**src/rtl/dadda_mul_arbiter.sv**
```systemverilog
// Round-robin arbiter sharing one 8x8 unsigned Dadda multiplier
// between NREQ requesters, with a single tagged response channel.

module dadda_8 (
   input  logic [7:0]  a_i,
   input  logic [7:0]  b_i,
   output logic [15:0] y_o
);
   logic [7:0]  col [16];
   logic [7:0]  nxt [16];
   logic [3:0]  n   [16];
   logic [3:0]  m   [16];
   logic [3:0]  d, h, p;
   logic        s, cy, x0, x1, x2;
   logic [15:0] r0, r1;

   // column compression: stage heights 6,4,3,2, then a final adder
   always_comb begin
      d  = 4'd6;
      h  = '0;
      p  = '0;
      s  = 1'b0;
      cy = 1'b0;
      x0 = 1'b0;
      x1 = 1'b0;
      x2 = 1'b0;
      r0 = '0;
      r1 = '0;
      for (int c = 0; c < 16; c++) begin
         col[c] = '0;
         nxt[c] = '0;
         n[c]   = '0;
         m[c]   = '0;
      end
      for (int i = 0; i < 8; i++) begin
         for (int j = 0; j < 8; j++) begin
            col[i+j][n[i+j][2:0]] = a_i[i] & b_i[j];
            n[i+j] = n[i+j] + 4'd1;
         end
      end
      for (int st = 0; st < 4; st++) begin
         unique case (st)
            0:       d = 4'd6;
            1:       d = 4'd4;
            2:       d = 4'd3;
            default: d = 4'd2;
         endcase
         for (int c = 0; c < 16; c++) begin
            nxt[c] = '0;
            m[c]   = '0;
         end
         for (int c = 0; c < 16; c++) begin
            p = 4'd0;
            h = n[c] + m[c];
            for (int k = 0; k < 3; k++) begin
               if (h > d) begin
                  x0 = col[c][3'(p)];
                  x1 = col[c][3'(p + 4'd1)];
                  x2 = col[c][3'(p + 4'd2)];
                  if (h - d >= 4'd2) begin
                     s  = x0 ^ x1 ^ x2;
                     cy = (x0 & x1) | (x0 & x2) | (x1 & x2);
                     p  = p + 4'd3;
                     h  = h - 4'd2;
                  end else begin
                     s  = x0 ^ x1;
                     cy = x0 & x1;
                     p  = p + 4'd2;
                     h  = h - 4'd1;
                  end
                  nxt[c][m[c][2:0]] = s;
                  m[c] = m[c] + 4'd1;
                  if (c < 15) begin
                     nxt[c+1][m[c+1][2:0]] = cy;
                     m[c+1] = m[c+1] + 4'd1;
                  end
               end
            end
            for (int k = 0; k < 8; k++) begin
               if (4'(k) >= p && 4'(k) < n[c]) begin
                  nxt[c][m[c][2:0]] = col[c][k];
                  m[c] = m[c] + 4'd1;
               end
            end
         end
         for (int c = 0; c < 16; c++) begin
            col[c] = nxt[c];
            n[c]   = m[c];
         end
      end
      for (int c = 0; c < 16; c++) begin
         r0[c] = col[c][0];
         r1[c] = col[c][1];
      end
      y_o = r0 + r1;
   end
endmodule

module dadda_mul_arbiter #(
   parameter int NREQ = 4,
   parameter int IDW  = 2,
   parameter int CNTW = 16
) (
   input  logic              clk,
   input  logic              rst_n,
   input  logic [NREQ-1:0]   req_valid,
   output logic [NREQ-1:0]   req_ready,
   input  logic [8*NREQ-1:0] req_a,
   input  logic [8*NREQ-1:0] req_b,
   output logic              rsp_valid,
   input  logic              rsp_ready,
   output logic [IDW-1:0]    rsp_id,
   output logic [15:0]       rsp_y,
   output logic              busy,
   output logic [CNTW-1:0]   done_cnt
);
   typedef enum logic [1:0] {IDLE, MUL, RESP} state_t;

   state_t          state_q, state_d;
   logic [IDW-1:0]  rr_q, rr_d;
   logic [IDW-1:0]  gid_q, gid_d;
   logic [7:0]      a_q, a_d, b_q, b_d;
   logic [15:0]     y_q, y_d;
   logic [IDW-1:0]  id_q, id_d;
   logic [CNTW-1:0] cnt_q, cnt_d;
   logic            gnt_vld;
   logic [IDW-1:0]  gnt_id, cand;
   logic [15:0]     prod;

   dadda_8 u_mul (
      .a_i (a_q),
      .b_i (b_q),
      .y_o (prod)
   );

   // first valid requester at or after rr_q, wrapping upward
   always_comb begin
      gnt_vld = 1'b0;
      gnt_id  = '0;
      cand    = '0;
      for (int k = NREQ - 1; k >= 0; k--) begin
         cand = IDW'((int'(rr_q) + k) % NREQ);
         if (req_valid[cand]) begin
            gnt_vld = 1'b1;
            gnt_id  = cand;
         end
      end
   end

   // next state, handshake and datapath updates
   always_comb begin
      state_d   = state_q;
      rr_d      = rr_q;
      gid_d     = gid_q;
      a_d       = a_q;
      b_d       = b_q;
      y_d       = y_q;
      id_d      = id_q;
      cnt_d     = cnt_q;
      req_ready = '0;
      unique case (state_q)
         IDLE: begin
            if (gnt_vld) begin
               req_ready[gnt_id] = 1'b1;
               a_d     = req_a[{gnt_id, 3'b000} +: 8];
               b_d     = req_b[{gnt_id, 3'b000} +: 8];
               gid_d   = gnt_id;
               rr_d    = IDW'((int'(gnt_id) + 1) % NREQ);
               state_d = MUL;
            end
         end
         MUL: begin
            y_d     = prod;
            id_d    = gid_q;
            state_d = RESP;
         end
         RESP: begin
            if (rsp_ready) begin
               cnt_d   = cnt_q + 1'b1;
               state_d = IDLE;
            end
         end
         default: state_d = IDLE;
      endcase
   end

   // state and datapath registers
   always_ff @(posedge clk or negedge rst_n) begin
      if (!rst_n) begin
         state_q <= IDLE;
         rr_q    <= '0;
         gid_q   <= '0;
         a_q     <= '0;
         b_q     <= '0;
         y_q     <= '0;
         id_q    <= '0;
         cnt_q   <= '0;
      end else begin
         state_q <= state_d;
         rr_q    <= rr_d;
         gid_q   <= gid_d;
         a_q     <= a_d;
         b_q     <= b_d;
         y_q     <= y_d;
         id_q    <= id_d;
         cnt_q   <= cnt_d;
      end
   end

   assign rsp_valid = (state_q == RESP);
   assign busy      = (state_q == MUL) || (state_q == RESP);
   assign rsp_y     = y_q;
   assign rsp_id    = id_q;
   assign done_cnt  = cnt_q;
endmodule
```
**config.mk**
```make
export PLATFORM = sky130hd
export DESIGN_NAME = dadda_mul_arbiter
export DESIGN_NICKNAME = d
export VERILOG_FILES = /design/src/rtl/dadda_mul_arbiter.sv
export SDC_FILE = /design/constraint.sdc
export NUM_CORES = 1
export LEC_CHECK = 0
export CAP_MARGIN = 20
export CELL_PAD_IN_SITES_DETAIL_PLACEMENT = 1
export CELL_PAD_IN_SITES_GLOBAL_PLACEMENT = 1
export CORE_UTILIZATION = 42
export CTS_CLUSTER_SIZE = 20
export DETAILED_ROUTE_END_ITERATION = 10
export PLACE_DENSITY_LB_ADDON = 0.25
export SLEW_MARGIN = 25
export SYNTH_ARGS = -nofsm -noshare
export SYNTH_HDL_FRONTEND = slang
export SYNTH_SLANG_ARGS = --single-unit
```
**constraint.sdc**
```tcl
create_clock -name clk -period 8.29 [get_ports clk]
set_clock_uncertainty 0.05 [all_clocks]
set_input_delay 1.2435 -clock clk [delete_from_list [all_inputs] [get_ports clk]]
set_output_delay 1.2435 -clock clk [all_outputs]
set_load 0.02 [all_outputs]
```
# Word level (Yosys, flattened, before mapping)
# Index checks and enable logic that the tools add are counted.
# Widths: inputs -> output; s select.
[op_classes]
n_shift = 2
bitwise_logic = 323
magnitude_cmp = 6
n_mux = 23
n_reduce_logical = 6
eq_ne = 4
addsub = 6
[ops]
columns = ["cell", "count"]
rows = [
  ["$and 1x1->1", 176],
  ["$xor 1x1->1", 77],
  ["$or 1x1->1", 70],
  ["$shiftx 32x6->8", 2],
  ["$add 15x15->16", 1],
  ["$add 16x1->16 const B", 1],
  ["$lt 2x3->1 const B", 5],
  ["$mux 2", 6],
  ["$mux 1", 9],
  ["$bmux 1 s2", 4],
  ["$mux 4", 2],
  ["$pmux 2 s3", 1],
  ["$reduce_and 2->1", 3],
  ["$add 2x1->2 const B", 2],
  ["$add 2x2->2 const B", 2],
  ["$demux 1 s2", 1],
  ["$eq 2x1->1 const B", 1],
  ["$eq 2x2->1 const B", 1],
  ["$ge 2x1->1 const B", 1],
  ["$logic_not 2->1", 1],
  ["$ne 2x1->1 const B", 1],
  ["$ne 2x2->1 const B", 1],
  ["$logic_and 1x1->1", 1],
  ["$logic_or 1x1->1", 1],
]
[word_totals]
output_inout_bits = 40
wordCells = 378
ff_bits = 56

# Longest topological paths before layout
# Gate-level depths: netlist (run 1).
[logic_depth]
ltp_word = 14
mapped_depth = 16
ltp_nobuf = 15

# Cells and area by module
# From an unflattened synthesis (run 1), not the netlist that was laid out.
[unflattened]
cells_unflattened = 502
hier_area_um2 = 4967.3
[modules_own_cells]
columns = ["module", "cells_per_inst", "seq_area_each_um2", "area_per_inst_um2", "instances"]
rows = [
  ["dadda_mul_arbiter", 255, 1401.3, 3004.1, 1],
  ["dadda_8", 247, 0.0, 1963.1, 1],
]

# Least setup slack after synthesis (run 1)
# No wires, ideal clock.
[synth_path]
kind = "flip-flop to flip-flop"
from = "register a_q[0]"
to = "register y_q[13] (netlist: rsp_y[13])"
slack_ps = 4061
path_buffers = 1
t_arrival_ps = 4110
stages_incl_launch_ff = 17
setup_time_ps = 69
path_cell_list = "dfrtp_1 > and2_1 > fa_1 > inv_1 > fa_1 > inv_1 > fa_1 > inv_1 > fa_1 > inv_1 > ha_1 > clkbuf_1 > nand4_1 > o21ai_0 > o21ai_0 > a2111o_1 > nand3_1"
[synth_via]
elab_chain_len = 14
word_cells_on_any_way = 142
classes_between = "add/sub (1); bitwise (141)"
[synth_rtl]
columns = ["element", "line", "rtl"]
rows = [
  ["start, declared", "122", "logic [7:0] a_q, a_d, b_q, b_d;"],
  ["start signal, assigned", "193", "a_q <= '0;"],
  ["start signal, assigned", "202", "a_q <= a_d;"],
  ["$and 1x1->1", "37", "col[i+j][n[i+j][2:0]] = a_i[i] & b_i[j];"],
  ["$and 1x1->1", "62", "cy = (x0 & x1) | (x0 & x2) | (x1 & x2);"],
  ["$or 1x1->1 (2 in series)", "62", ""],
  ["$and 1x1->1 (on tied branches)", "-", ""],
  ["$or 1x1->1 (2 in series)", "62", ""],
  ["$and 1x1->1", "62", ""],
  ["$or 1x1->1 (2 in series)", "62", ""],
  ["$and 1x1->1 (on tied branches)", "-", ""],
  ["$or 1x1->1 (2 in series)", "62", ""],
  ["$add 15x15->16 *", "95", "y_o = r0 + r1;"],
  ["end signal, assigned", "204", "y_q <= y_d;"],
  ["end, declared", "123", "logic [15:0] y_q, y_d;"],
]
# Every way passes the cells marked *; elsewhere a longest branch is shown, timed or not.
# A chain may end at the register's enable or synchronous reset.

# Worst setup path after layout (run 1)
[layout_path]
from = "input req_valid[0]"
to = "output req_ready[1]"
[layout_via]
elab_chain_len = 12
word_cells_on_any_way = 23
classes_between = "order compare (2); mux (20); reduce/logical (1)"
[layout_rtl]
columns = ["element", "line", "rtl"]
rows = [
  ["start, declared", "106", "input logic [NREQ-1:0] req_valid,"],
  ["$bmux 1 s2", "143", "if (req_valid[cand]) begin"],
  ["$mux 1 (not written as such)", "143", ""],
  ["$mux 2 (3 in series)", "143", ""],
  ["$mux 2 *", "143", ""],
  ["via gnt_id[0]", "127", "logic [IDW-1:0] gnt_id, cand;"],
  ["$lt 2x3->1 (not written as such) / $ge 2x1->1 (equally long branches)", "164", "req_ready[gnt_id] = 1'b1;"],
  ["$logic_and 1x1->1 (not written as such)", "164", ""],
  ["$mux 1 (not written as such)", "164", ""],
  ["$demux 1 s2 *", "164", ""],
  ["$mux 4 *", "163", "if (gnt_vld) begin"],
  ["$mux 4 *", "161", "unique case (state_q)"],
  ["end, declared", "107", "output logic [NREQ-1:0] req_ready,"],
]
# The timed path passes the listed nets; every way through them passes the cells marked *. The select of a mux whose other input is x is not followed.

==> qor.csv, run 1 <==
metric;value;unit
worstPathRequired;7000;ps
final_layout_size_suffix_gt1_share;7.61;%
worstSetupEndpointType;primary output;
post_synth_main_area_contributors;sky130_fd_sc_hd__dfrtp_1 28%, sky130_fd_sc_hd__fa_1 15%, sky130_fd_sc_hd__ha_1 7.6%;
cp_max_fo;37;
detail_route.first_pass.iterations;4;
gp_congestion;0.825;
setup_violations;0;
drt-initial-drc-count;114;
clock_tree_from_tritoncts;done;
clkTransAtPathRegs;80;ps
crit-reg2reg-capture;rsp_y[13]$_DFFE_PN0N_;
synth_async_sr_flop_share;100;%
maximum_number_of_pins_on_one_net_before_global_route_repair;57;
tritoncts_num_sinks;56;
clockRootBuffer;sky130_fd_sc_hd__clkbuf_16;
grt_pass1_vias;4581;
min-delay-path-class;flip-flop to flip-flop;
depth_of_the_worst_hold_timing_path;1;
rr_worst_depth;15;
grt_usage;21.3;%
detail_route.vias_per_cell;5.23;
post_synth_most_frequent_cells;65 x sky130_fd_sc_hd__inv_1, 56 x sky130_fd_sc_hd__dfrtp_1, 46 x sky130_fd_sc_hd__and2_1, 44 x sky130_fd_sc_hd__nand2_1, 36 x sky130_fd_sc_hd__fa_1;
postRouteAntennaNets;0;
post_dp_cell_area;6160;um2
areaGrowthSynthToFinish;27.0;%
critical-path-slowest-cell;sky130_fd_sc_hd__clkdlybuf4s50_1;
postLayoutCoreUtil;55.0;%
floorplan.die_area;12300;um2
worstSetupPathType;primary input to primary output;
core;11500;um2
synth.top_cell.area_share;28.2;%
finalInstanceArea;6310;um2
syn-mean-instance-area;9.37;um2
final.period_utilization;61.9;%
synth-seq-cells;56;
critical_path.reg2reg.startpoint;b_q[7]$_DFFE_PN0P_;
grt_first_pass_wirelength;21500;um
wirelength;12300;um
num_antenna_cells;0;
finalCriticalPeriod;5130;ps
ctsHoldBuffers;0;
synthCells;530;
route.detailed.drc;0;
number_of_buffers_created_by_cts;5;
fillers;1299;
arrival;3840;ps
synth_enable_flop_cells;0;
post_synth_instance_area;4970;um2
io_pins;111;
placedCellCount;766;
globalRouteOverflowTotal;0;
cts.path.max_buffers;2;
avgRoutedWirePerCell;15.9;um
critPathLaunchType;primary input;
sequential_element_share_of_the_synthesized_area;28.2;%
postSynthNetCount;667;
floorplan.die.height;111;um
timing.fmax;195;MHz
finalNetCount;767;
initial_core_util;43.3;%
timing.critical_path.slowest_cell_delay;560;ps
unrepaired_setup_endpoints_after_global_routing;false;
floorplan.rows;39;
place_hpwl;9900;um
total_number_of_h_tree_levels;2;
post-cts-setup-buffer-count;0;
synthDistinctLibCells;53;
cts-resized-gates;0;
path_common_cell;sky130_fd_sc_hd__clkdlybuf4s50_1;
drv_slew;0;
min-delay-start;done_cnt[15]$_DFFE_PN0P_;
report.final.hold_viol_count;0;
maxCapViolCount;0;
die_w;111;um
slew_headroom;38.9;%
setup-tns-final;0;ps
antenna_found_initial;0;
worstPathCellList;clkdlybuf4s50_1 -> or3b_1 -> o221ai_4 -> buf_4 -> inv_1 -> ha_1 -> and2_1 -> clkdlybuf4s50_1;
warnings_from_yosys;0;
yosysMostFrequentCell;sky130_fd_sc_hd__inv_1;
clk_latency;310;ps
postSynth.topFlopCell;sky130_fd_sc_hd__dfrtp_1;
run_status;finished, final reports clean;
regToRegSetupSlack;3780;ps
yosysTopAreaCell;sky130_fd_sc_hd__dfrtp_1;
hold_endpoint;done_cnt[15]$_DFFE_PN0P_;
count_of_buffers_from_port_buffering;110;
worst_tran_pin_value;915;ps
num_vias;4049;
instances_no_fill;774;
[worst max-delay path by stage]
| stage | start | end | cells after the start |
|---|---|---|---|
| 2_1_floorplan | a_q[0]$_DFFE_PN0P_ | rsp_y[13]$_DFFE_PN0N_ | 16 |
| 3_3_place_gp | req_valid[0] | req_ready[3] | 8 |
| 3_5_place_dp | req_valid[0] | req_ready[1] | 8 |
| 4_1_cts | req_valid[0] | req_ready[1] | 8 |
| 5_1_grt | req_valid[0] | req_ready[1] | 8 |
| 6_report | req_valid[0] | req_ready[1] | 8 |
[worst max-delay path, delay by kind of cell]
| kind | cells | cell delay (ps) |
|---|---|---|
| buf+inv | 4 | 1740 |
| simple gates | 2 | 540 |
| fa+ha+maj | 1 | 230 |
| compound gates | 1 | 80 |
[routing by layer]
layer,track usage [%],vias to the layer above,routed length (um)
li1,-,1959,-
met1,25.1,2020,5310
met2,40.6,56,6520
met3,3.06,14,342
met4,4.36,0,150
met5,0,-,0
[stage by stage]
stage	setup slack [ps]	hold WS, ps
6_report	3160	426
3_5_place_dp	3160	418
4_1_cts	3160	432
3_3_place_gp	3250	411
2_1_floorplan	4060	394
5_1_grt	3010	447
[placed cells by master (no fill, tap or decap), types with 14 or more instances in the layout]
cell / synthesis / layout
sky130_fd_sc_hd__nand2_1: 44 / 44
sky130_fd_sc_hd__clkdlybuf4s50_1: 0 / 109
sky130_fd_sc_hd__inv_1: 65 / 65
sky130_fd_sc_hd__dfrtp_1: 56 / 56
sky130_fd_sc_hd__and2_1: 46 / 46
sky130_fd_sc_hd__nor2_1: 31 / 31
sky130_fd_sc_hd__o21ai_0: 14 / 14
sky130_fd_sc_hd__a21oi_1: 26 / 26
sky130_fd_sc_hd__xnor2_1: 16 / 16
sky130_fd_sc_hd__fa_1: 36 / 36
sky130_fd_sc_hd__mux2i_1: 33 / 33
sky130_fd_sc_hd__ha_1: 30 / 30
[layout make-up]
class                           instances  area (um2)  share of cell area [%]
Clock buffer                            5         125                    1.98
Sequential cell                        56        1400                    22.2
Timing Repair Buffer                  114        1130                    17.8
Tap cell                              143         179                    2.84
Multi-Input combinational cell        387        3210                    50.8
Clock inverter                          3        25.0                   0.397
Inverter                               66         248                    3.93
[registers in the layout (all words and copies together), names as in the netlist]
name / flops
gid_q: 2
done_cnt: 16
rr_q: 2
b_q: 8
state_q: 2
rsp_id: 2
a_q: 8
rsp_y: 16
[cell families after synthesis]
logic type | after synthesis | synth area share [%]
flops | 56 | 28.2
fa+ha+maj | 66 | 22.1
buf+inv | 87 | 7.55
xor+xnor | 20 | 3.53
simple gates | 169 | 17.2
compound gates | 89 | 12.4
mux | 43 | 8.99
Power of run 1 is left out: the tool's default activity adds up to more than one toggle a clock period on the data nets, which glitch-free logic cannot reach.
==> run 2: changes to the inputs <==
Settings changed: CORE_UTILIZATION 42 to 35.
Clock period 8.29 ns to 4.5 ns, I/O delays scaled along.
==> qor.csv, run 2 (same netlist as run 1, synthesis figures left out) <==
metric;value;unit;change
run_status;finished with violations;;was finished, final reports clean
violations_in_the_final_reports;DRC;;
floorplan.rows;43;;was 39
route.detailed.drc;2;;was 0
postRouteAntennaNets;0;;unchanged
num_vias;4068;;was 4,049
report.final.hold_viol_count;0;;unchanged
unrepaired_setup_endpoints_after_global_routing;false;;unchanged
initial_core_util;35.8;%;was 43.3%
floorplan.die.height;121;um;was 111 um
floorplan.die_area;14700;um2;was 12,300 um2
timing.fmax;236;MHz;
setup_violations;0;;unchanged
number_of_buffers_created_by_cts;5;;unchanged
clk_latency;310;ps;about the same
layout.area.seq;1400;um2;about the same
cp_max_fo;7;;was 37
tritoncts_num_sinks;56;;unchanged
clockRootBuffer;sky130_fd_sc_hd__clkbuf_16;;unchanged
layout_commonest_cell;sky130_fd_sc_hd__clkdlybuf4s50_1;;unchanged
wirelength;12900;um;was 12,300 um
grt_usage;19.3;%;was 21.3%
finalNetCount;774;;was 767
place_hpwl;10300;um;was 9900 um
grt_pass1_vias;4543;;was 4,581
gp_congestion;0.823;;was 0.825
maxCapViolCount;0;;unchanged
min-delay-path-class;primary input to asynchronous set/reset pin;;was flip-flop to flip-flop
count_of_buffers_from_port_buffering;110;;unchanged
globalRouteOverflowTotal;0;;unchanged
cts.path.max_buffers;2;;unchanged
clock_tree_from_tritoncts;done;;unchanged
worstSetupEndpointType;flip-flop;;was primary output
worst_tran_pin_value;893;ps;was 915 ps
total_number_of_h_tree_levels;2;;unchanged
antenna_found_initial;0;;unchanged
num_antenna_cells;0;;unchanged
arrival;4450;ps;was 3840 ps
avgRoutedWirePerCell;15.7;um;was 15.9 um
final.period_utilization;94.3;%;
clkTransAtPathRegs;90;ps;was 80 ps
multi_input_comb_area;3240;um2;was 3210 um2
maximum_number_of_pins_on_one_net_before_global_route_repair;57;;unchanged
io_pins;111;;unchanged
drv_slew;0;;unchanged
fillers;1605;;was 1,299
detail_route.first_pass.iterations;7;;was 4
detail_route.vias_per_cell;4.97;;was 5.23
drt-initial-drc-count;141;;was 114
areaGrowthSynthToFinish;29.6;%;was 27.0%
critPathLaunchType;flip-flop;;was primary input
final_layout_size_suffix_gt1_share;9.56;%;was 7.61%
setup-tns-final;0;ps;unchanged
die_w;121;um;was 111 um
postLayoutCoreUtil;46.4;%;was 55.0%
worstPathRequired;4700;ps;was 7000 ps
grt_first_pass_wirelength;22100;um;was 21,500 um
core;13900;um2;was 11,500 um2
finalCriticalPeriod;4240;ps;
layout_common_cells;109 x sky130_fd_sc_hd__clkdlybuf4s50_1, 65 x sky130_fd_sc_hd__inv_1, 54 x sky130_fd_sc_hd__dfrtp_1, 46 x sky130_fd_sc_hd__and2_1, 44 x sky130_fd_sc_hd__nand2_1;;was 109 x sky130_fd_sc_hd__clkdlybuf4s50_1, 65 x sky130_fd_sc_hd__inv_1, 56 x sky130_fd_sc_hd__dfrtp_1, 46 x sky130_fd_sc_hd__and2_1, 44 x sky130_fd_sc_hd__nand2_1
worstSetupPathType;flip-flop to flip-flop;;was primary input to primary output
ctsHoldBuffers;0;;unchanged
slew_headroom;40.4;%;was 38.9%
-- run 2: cell types whose count changed in the layout (fill, tap and decap cells not counted), moves of 2 or more --
cell	change
sky130_fd_sc_hd__buf_4	+7
sky130_fd_sc_hd__o21ai_0	-4
sky130_fd_sc_hd__o21ai_1	+4
sky130_fd_sc_hd__dfrtp_1	-2
sky130_fd_sc_hd__dfrtp_2	+2
sky130_fd_sc_hd__ha_1	-2
-- run 2: through the flow --
step	worst slack [ps]	instances	hold slack, ps	area [um2]
final	257	818	429	6440
after detailed placement	17.3	809	415	6250
after global routing	29.0	818	447	6440
after floorplan	271	530	329	4970
after CTS	32.4	817	433	6400
after global placement	209	809	407	6250
-- run 2: layer usage --
| layer | GRT usage, % | vias to the layer above | wire [um] |
|---|---|---|---|
| li1 | - | 1975 | - |
| met1 | 22.9 | 1990 | 5600 |
| met2 | 34.8 | 82 | 6550 |
| met3 | 3.05 | 21 | 438 |
| met4 | 7.33 | 0 | 270 |
| met5 | 0 | - | 0 |
-- run 2: final timing paths --
path / from / endpoint / slack (ps) / cells past startpoint
min in group clk: done_cnt[15]$_DFFE_PN0P_ / done_cnt[15]$_DFFE_PN0P_ / 430 / 1
worst max-delay path: b_q[7]$_DFFE_PN0P_ / rsp_y[13]$_DFFE_PN0N_ / 260 / 14
worst min-delay path: rst_n / rsp_y[15]$_DFFE_PN0N_ / 430 / 2
worst min register to register: done_cnt[15]$_DFFE_PN0P_ / done_cnt[15]$_DFFE_PN0P_ / 430 / 1
max in group asynchronous: rst_n / b_q[5]$_DFFE_PN0P_ / 3410 / 2
worst max register to register: b_q[7]$_DFFE_PN0P_ / rsp_y[13]$_DFFE_PN0N_ / 260 / 14
-- run 2: cell type report --
type / instances / share of cell area [%]
Sequential cell: 56 / 21.8
Multi-Input combinational cell: 387 / 50.3
Inverter: 66 / 3.85
Clock buffer: 5 / 1.94
Timing Repair Buffer: 121 / 18.3
Tap cell: 180 / 3.50
Clock inverter: 3 / 0.330
-- run 2: worst max-delay path: stages, from the launching register on --
cell and delay [ps]:
sky130_fd_sc_hd__dfrtp_1 400, sky130_fd_sc_hd__buf_4 160, sky130_fd_sc_hd__and2_1 150, sky130_fd_sc_hd__fa_1 460
sky130_fd_sc_hd__fa_1 510, sky130_fd_sc_hd__fa_1 500, sky130_fd_sc_hd__inv_1 50, sky130_fd_sc_hd__fa_1 490
sky130_fd_sc_hd__inv_1 40, sky130_fd_sc_hd__ha_1 390, sky130_fd_sc_hd__nand2_1 90, sky130_fd_sc_hd__o21ai_1 240
sky130_fd_sc_hd__a21oi_1 160, sky130_fd_sc_hd__a2111o_1 420, sky130_fd_sc_hd__nand3_1 80
-- run 2: repair_timing --
action	in CTS	in global routing
setup buffers	0	1
setup endpoints to repair	0	5
resized for setup	0	12
Power of run 2 is left out for the same reason.
==> run 3: changes to the inputs <==
Settings changed: CORE_MARGIN set to 3, SKIP_CTS_REPAIR_TIMING set to 1.
==> qor.csv, run 3 (same netlist as run 1, synthesis figures left out) <==
metric;value;unit;change
run_status;finished, final reports clean;;was finished with violations
critical-path-slowest-cell;sky130_fd_sc_hd__fa_1;;unchanged
layout_commonest_cell;sky130_fd_sc_hd__clkdlybuf4s50_1;;unchanged
place_hpwl;10900;um;was 10,300 um
die_w;125;um;was 121 um
drv_slew;0;;unchanged
report.final.hold_viol_count;0;;unchanged
floorplan.rows;42;;was 43
finalNetCount;776;;was 774
min-delay-path-class;flip-flop to flip-flop;;was primary input to asynchronous set/reset pin
gp_congestion;0.852;;was 0.823
timing.critical_path.slowest_cell_delay;570;ps;was 510 ps
floorplan.die.height;125;um;was 121 um
grt_pass1_vias;4687;;was 4,543
detail_route.vias_per_cell;5.04;;was 4.97
num_vias;4109;;was 4,068
clockRootBuffer;sky130_fd_sc_hd__clkbuf_16;;unchanged
slew_headroom;38.6;%;was 40.4%
antenna_found_initial;0;;unchanged
grt_usage;18.0;%;was 19.3%
worst_hold_slack;428;ps;was 429 ps
layout_common_cells;109 x sky130_fd_sc_hd__clkdlybuf4s50_1, 65 x sky130_fd_sc_hd__inv_1, 54 x sky130_fd_sc_hd__dfrtp_1, 46 x sky130_fd_sc_hd__and2_1, 44 x sky130_fd_sc_hd__nand2_1;;unchanged
critPathLaunchType;flip-flop;;unchanged
num_antenna_cells;0;;unchanged
timing.fmax;236;MHz;about the same
grt_first_pass_wirelength;23300;um;was 22,100 um
maximum_number_of_pins_on_one_net_before_global_route_repair;57;;unchanged
detail_route.first_pass.iterations;4;;was 7
worstPathRequired;4710;ps;was 4700 ps
multi_input_comb_area;3250;um2;was 3240 um2
cp_max_fo;7;;unchanged
finalCriticalPeriod;4250;ps;was 4240 ps
clk_latency;320;ps;was 310 ps
globalRouteOverflowTotal;0;;unchanged
avgRoutedWirePerCell;16.5;um;was 15.7 um
worstSetupEndpointType;flip-flop;;unchanged
io_pins;111;;unchanged
count_of_buffers_from_port_buffering;110;;unchanged
clock_tree_from_tritoncts;done;;unchanged
arrival;4450;ps;about the same
areaGrowthSynthToFinish;30.1;%;was 29.6%
critical-path-top-delay-family;adder cells;;unchanged
layout.area.seq;1400;um2;unchanged
final.period_utilization;94.3;%;about the same
unrepaired_setup_endpoints_after_global_routing;false;;unchanged
drt-initial-drc-count;142;;was 141
postLayoutCoreUtil;47.7;%;was 46.4%
clkTransAtPathRegs;90;ps;about the same
tritoncts_num_sinks;56;;unchanged
cts.path.max_buffers;2;;unchanged
worstSetupPathType;flip-flop to flip-flop;;unchanged
fillers;1567;;was 1,605
final_layout_size_suffix_gt1_share;10.2;%;was 9.56%
floorplan.die_area;15700;um2;was 14,700 um2
total_number_of_h_tree_levels;2;;unchanged
number_of_buffers_created_by_cts;5;;unchanged
path_common_cell;sky130_fd_sc_hd__fa_1;;unchanged
route.detailed.drc;0;;was 2
worst_tran_pin_value;921;ps;was 893 ps
wirelength;13500;um;was 12,900 um
core;13600;um2;was 13,900 um2
cp.buffers_inverters;3;;unchanged
worstPathCellList;buf_4 -> and2_1 -> fa_1 -> fa_1 -> fa_1 -> inv_1 -> fa_1 -> inv_1 -> ha_4 -> nand4_1 -> nor3_2 -> o21ai_2 -> a2111o_1 -> nand3_1;;was buf_4 -> and2_1 -> fa_1 -> fa_1 -> fa_1 -> inv_1 -> fa_1 -> inv_1 -> ha_1 -> nand2_1 -> o21ai_1 -> a21oi_1 -> a2111o_1 -> nand3_1
initial_core_util;36.6;%;was 35.8%
postRouteAntennaNets;0;;unchanged
setup_violations;0;;unchanged
maxCapViolCount;0;;unchanged
==> run 3: worst reg2reg max path: cells and delay by family, from the launching register on <==
family / cells / cell delay, ps
AO/OA/AOI/OAI: 2 / 490
adder cells (fa/ha/maj): 5 / 2290
buffers and inverters: 3 / 270
flip-flops: 1 / 410
AND/OR/NAND/NOR: 4 / 660
==> run 3: area by class of cell <==
type	count	area share, %
Timing Repair Buffer	123	18.5
Inverter	66	3.83
Multi-Input combinational cell	387	50.2
Sequential cell	56	21.7
Clock inverter	3	0.387
Tap cell	176	3.41
Clock buffer	5	1.94
==> run 3: path summary, 6_finish.rpt <==
check | to | from | slack, ps | cells after the start
setup / recovery | rsp_y[13]$_DFFE_PN0N_ | b_q[7]$_DFFE_PN0P_ | 250 | 14
hold / removal | gid_q[1]$_DFFE_PN0P_ | gid_q[1]$_DFFE_PN0P_ | 430 | 1
setup reg to reg | rsp_y[13]$_DFFE_PN0N_ | b_q[7]$_DFFE_PN0P_ | 250 | 14
hold reg to reg | gid_q[1]$_DFFE_PN0P_ | gid_q[1]$_DFFE_PN0P_ | 430 | 1
max in group asynchronous | b_q[5]$_DFFE_PN0P_ | rst_n | 3410 | 2
min in group asynchronous | rsp_y[15]$_DFFE_PN0N_ | rst_n | 440 | 2
==> run 3: metal layers <==
metal | global-route usage [%] | share of wire (%)
met2 | 32.7 | 52
met3 | 3.16 | 3.4
met1 | 21.6 | 43
met5 | 0 | 0
met4 | 5.42 | 1.9
==> run 3: per-stage QoR <==
stage / TNS (ps) / std cells / setup WS [ps] / cell area [um2]
finish: 0 / 816 / 254 / 6460
global route: 0 / 816 / 10.2 / 6460
CTS: -42.6 / 814 / -42.6 / 6400
detailed placement: -17.6 / 806 / -17.6 / 6250
global placement: 0 / 806 / 225 / 6250
floorplan: 0 / 530 / 271 / 4970
Power of run 3 is left out for the same reason.
